## src/rtl/polytocanonical.sv

```systemverilog
// Serial signed-digit to canonical residue converter: carries ripple one digit
// per cycle, then the accumulated value is folded into [0, MODULUS) by add/sub.
module polytocanonical #(
  parameter int unsigned NUMSYMBOLS = 4,
  parameter int unsigned LOGRADIX   = 4,
  parameter logic [NUMSYMBOLS*LOGRADIX-1:0] MODULUS = 16'hFFF1
) (
  input  logic                                  clk,
  input  logic                                  reset_n,
  input  logic                                  in_valid,
  output logic                                  in_ready,
  input  logic [NUMSYMBOLS*(LOGRADIX+2)-1:0]    data_in,
  output logic                                  out_valid,
  input  logic                                  out_ready,
  output logic [NUMSYMBOLS*LOGRADIX-1:0]        data_out
);

  localparam int unsigned W    = NUMSYMBOLS * LOGRADIX;
  localparam int unsigned DW   = LOGRADIX + 2;
  localparam int unsigned AW   = W + 3;
  localparam int unsigned IDXW = (NUMSYMBOLS > 1) ? $clog2(NUMSYMBOLS) : 1;
  localparam logic [IDXW-1:0] LAST = IDXW'(NUMSYMBOLS - 1);

  if (MODULUS[W-1] != 1'b1) begin : g_bad_modulus
    $error("polytocanonical: MODULUS must lie in [2^(W-1), 2^W)");
  end

  typedef enum logic [1:0] {IDLE, CARRY, REDUCE, DONE} state_t;

  state_t                   state_q, state_d;
  logic [NUMSYMBOLS*DW-1:0] digits_q, digits_d;
  logic [W-1:0]             low_q, low_d;
  logic signed [2:0]        carry_q, carry_d;
  logic [IDXW-1:0]          idx_q, idx_d;
  logic signed [AW-1:0]     acc_q, acc_d;
  logic [W-1:0]             dout_q, dout_d;

  logic [DW-1:0]            digit;
  logic signed [DW:0]       t;
  logic [W-1:0]             low_upd;
  logic signed [AW-1:0]     mod_ext;
  logic                     acc_neg, acc_ge;

  // Carry is always within [-3,2], so three signed bits are enough and t fits DW+1.
  always_comb begin
    digit   = digits_q[idx_q*DW +: DW];
    t       = $signed({digit[DW-1], digit}) + $signed({{LOGRADIX{carry_q[2]}}, carry_q});
    low_upd = low_q;
    low_upd[idx_q*LOGRADIX +: LOGRADIX] = t[LOGRADIX-1:0];
    mod_ext = $signed({3'b000, MODULUS});
    acc_neg = acc_q[AW-1];
    acc_ge  = (acc_q >= mod_ext);
  end

  always_ff @(posedge clk) begin
    if (!reset_n) state_q <= IDLE;
    else          state_q <= state_d;
  end

  always_comb begin
    state_d = state_q;
    unique case (state_q)
      IDLE:    if (in_valid)                state_d = CARRY;
      CARRY:   if (idx_q == LAST)           state_d = REDUCE;
      REDUCE:  if (!acc_neg && !acc_ge)     state_d = DONE;
      DONE:    if (out_ready)               state_d = IDLE;
      default:                              state_d = IDLE;
    endcase
  end

  always_comb begin
    in_ready  = (state_q == IDLE);
    out_valid = (state_q == DONE);
  end

  always_comb begin
    digits_d = digits_q;
    low_d    = low_q;
    carry_d  = carry_q;
    idx_d    = idx_q;
    acc_d    = acc_q;
    dout_d   = dout_q;
    unique case (state_q)
      IDLE: begin
        if (in_valid) begin
          digits_d = data_in;
          low_d    = '0;
          carry_d  = '0;
          idx_d    = '0;
        end
      end
      CARRY: begin
        low_d   = low_upd;
        carry_d = t[DW:LOGRADIX];
        idx_d   = idx_q + IDXW'(1);
        // The final carry becomes the sign-carrying top of the accumulator.
        if (idx_q == LAST) acc_d = $signed({t[DW:LOGRADIX], low_upd});
      end
      REDUCE: begin
        if (acc_neg)     acc_d  = acc_q + mod_ext;
        else if (acc_ge) acc_d  = acc_q - mod_ext;
        else             dout_d = acc_q[W-1:0];
      end
      default: ;
    endcase
  end

  always_ff @(posedge clk) begin
    if (!reset_n) begin
      digits_q <= '0;
      low_q    <= '0;
      carry_q  <= '0;
      idx_q    <= '0;
      acc_q    <= '0;
      dout_q   <= '0;
    end else begin
      digits_q <= digits_d;
      low_q    <= low_d;
      carry_q  <= carry_d;
      idx_q    <= idx_d;
      acc_q    <= acc_d;
      dout_q   <= dout_d;
    end
  end

  assign data_out = dout_q;

endmodule

```

## config.mk

```make
export PLATFORM = sky130hd
export DESIGN_NAME = polytocanonical
export DESIGN_NICKNAME = d
export VERILOG_FILES = /design/src/rtl/polytocanonical.sv
export SDC_FILE = /design/constraint.sdc
export NUM_CORES = 1
export LEC_CHECK = 0
export CORE_UTILIZATION = 62
export DETAILED_ROUTE_END_ITERATION = 10
export GPL_TIMING_DRIVEN = 1
export PLACE_DENSITY = 0.85
export SYNTH_ARGS = -nofsm -noshare
export SYNTH_HDL_FRONTEND = slang
export SYNTH_SLANG_ARGS = --single-unit
```

## constraint.sdc

```tcl
create_clock -name clk -period 5.3 [get_ports clk]
set_clock_uncertainty 0.05 [all_clocks]
set_input_delay 1.325 -clock clk [delete_from_list [all_inputs] [get_ports clk]]
set_output_delay 1.325 -clock clk [all_outputs]
set_load 0.05 [all_outputs]
```

==> metrics <==
setup violators final 0; Logic pwr share 44.3%; residual DRC count 0; status finished, final reports clean; Final Max Tran Viols 0; DR iter-0 viols 482; FF+latch area 1642 sq um; Internal 0.001277 W; core outline area 7370 sq um; First-pass DRT Iterations 5; post-synth cell types 71; antenna-violating nets left 0; Post-synth EDFFs 0; pin count of the biggest net entering global routing 47; GPL Wtd Cong 1.018; Rows 31; Util after Layout 72.90%; Nets 651; RSZ-0062 raised after global routing false; min Tclk post-route 3390 ps; maxcap violations 0; Final Worst Setup Slack 1910 ps; CP endpoint kind output pin; min-delay src digits_q[13]; Main synth FF type dfxtp_1; synth warn 0; Final Hold Violating Endpoints 0; latest clock arrival within the worst-skew pair 360 ps; setup TNS 0 ps; Setup WS pre-CTS 1753 ps; dpl hpwl 8707 um; Max-Slew Margin vs Limit 26.68%; port bufs 45; final cell count without fillers 707; leakage 2.005 nW; Synthesized Nets 635; Clock Pin Slew Worst Setup and Hold Paths 90 ps; CTS tree done; I/O Pins 46; maximum level of the CTS H-tree 3; gr ovfl total 0; Total GRT Usage 32.12%; Hold WS 408.2 ps; maximum VDD drop 0.0002653 V; # clock sinks 82; multi-input logic area 2833 sq um; area of the mapped netlist 4816 sq um; Mean Syn Cell Area 8.204 sq um; DIE AREA 8124 sq um; min-delay worst type flop to flop; Worst Setup SP state_q[1]; ant diodes 0; Cells after DPL 691; drt wl/cell 17.60 um; Final period util 63.97%; Gate Count Post-Synth 587; Routed WL 12440 um; Initial Util 65.35%; number of buffers created by CTS 9; CP Data Required Time 3920 ps; setup bufs post-CTS 0; Reg power frac 34.6%; CTS root buffer clkbuf_8; layout cells sized above 1 7.566%; launch point of the worst reg-to-reg path idx_q[0]; DIE HEIGHT 90.14 um; Area Growth Syn to Fin 11.56%; fill cell count 579; Async SR Flop Fraction 0%; Power Dens Cells 419.3 nW/um^2; drt via density 6.414; Seq cells post-synth 82; sequential share of the synthesized area 34.09%; CP Data Arrival Time 2020 ps; initial antenna violation count 0; Worst-Margin Slew 1100 ps; # hold bufs at CTS 0; post_cts resized 0; Startpoint Class flop; WS Path Type flop to output pin; sw power 0.0009755 W; vias 4535; first-pass GRT wire length 20950 um; largest buffer count on any clock path 2; Switching Share 43.30%; fmax 295.0 MHz; Clock Power Share 21.1%; vias in the first global route 4266; Crit Path Max Fanout 9; chip width 90.14 um
[sequential cells by signal, summed over array words and instances, names as in the netlist]
signal    cells
acc_q        19
carry_q       3
data_out     16
digits_q     24
idx_q         2
low_q        16
state_q       2
[cell usage in the layout (no fill, tap or decap), types with 12 or more instances in the layout]
master | netlist | layout
xnor2_1 | 12 | 12
ha_1 | 19 | 19
nor2_1 | 72 | 72
a21oi_1 | 53 | 53
o21ai_0 | 20 | 20
inv_1 | 25 | 25
dfxtp_1 | 82 | 82
clkdlybuf4s50_1 | 0 | 45
nand2_1 | 77 | 77
mux2i_1 | 14 | 14
a22oi_1 | 20 | 20
[area by class of cell]
class                      instances  area share [%]
multi-input combinational        436           52.72
sequential                        82           30.55
timing repair buffer              48           8.803
clock buffer                      10           2.562
tap                               99           2.306
inverter                          26           1.816
clock inverter                     6           1.234
[synth_stat cells, types with 2 or more instances]
master,number,area share (%)
inv_1,25,1.9
buf_2,5,0.52
a31oi_1,3,0.39
o211ai_1,2,0.31
a41o_1,2,0.42
o21ai_0,20,2.1
a221oi_1,3,0.55
mux2i_1,14,2.9
o2bb2ai_1,2,0.36
ha_1,19,4.9
mux4_2,6,2.8
a22oi_1,20,3.1
nand4_1,6,0.78
a32o_1,5,1.0
and2_1,3,0.39
nand3_1,11,1.1
nor2_1,72,5.6
a22o_1,2,0.36
o31a_2,2,0.42
o221ai_1,4,0.73
a31o_2,2,0.36
o21bai_1,2,0.31
nand2_1,77,6.0
or4_4,2,0.47
xor2_1,9,1.6
nor2b_1,6,0.78
o31ai_1,6,0.94
clkbuf_1,21,1.6
buf_6,7,1.6
o311ai_0,3,0.55
nor4_1,5,0.65
buf_4,6,0.94
a21oi_1,53,5.5
and3_1,7,0.91
xnor2_1,12,2.2
nand4b_1,2,0.36
a221o_1,7,1.5
o22ai_1,9,1.2
buf_1,2,0.16
dfxtp_1,82,34
nor3_1,11,1.1
[metal layers]
layer	vias up	GRT usage, %	share of wire, %
met3	39	5.922	8.1
met2	224	51.72	46
li1	2151	-	-
met1	2121	41.93	42
met5	-	0	0
met4	0	14.25	3.4
[power by group through the flow]
| stage | logic, W | clock network [W] | registers (W) |
|---|---|---|---|
| global placement | 0.000939 | 0 | 0.000785 |
| finish | 0.000999 | 0.000475 | 0.000780 |
| CTS | 0.000975 | 0.000474 | 0.000777 |
| detailed placement | 0.000964 | 0 | 0.000789 |
| floorplan | 0.000809 | 0 | 0.000737 |
| global route | 0.00108 | 0.000505 | 0.000792 |
[through the flow]
stage                     power, W  area [sq um]
final                     0.002253          5373
after global routing      0.002379          5373
after CTS                 0.002225          5373
after detailed placement  0.001754          5169
after global placement    0.001725          5169
after floorplan           0.001546          4816
[kinds of logic after synthesis]
family / after synthesis / share of synthesized area [%]
fa+ha+maj: 20 / 5.352
mux: 21 / 5.949
flops: 82 / 34.09
compound gates: 163 / 23.62
xor+xnor: 21 / 3.819
buf+inv: 69 / 7.171
simple gates: 211 / 20.01
[path summary, 6_finish.rpt]
kind / endpoint / slack [ps] / cells after the start
worst max-delay path: in_ready / 1910 / 3
worst max register to register: acc_q[11] / 1970 / 8
worst min-delay path: digits_q[13] / 410 / 2
worst min register to register: digits_q[13] / 410 / 2
[worst max-delay path, stage by stage, from the launching register on]
cell	delay (ps)
dfxtp_1	350
inv_1	90
ha_1	350
clkdlybuf4s50_1	870
(Power assumes the default switching activity.)
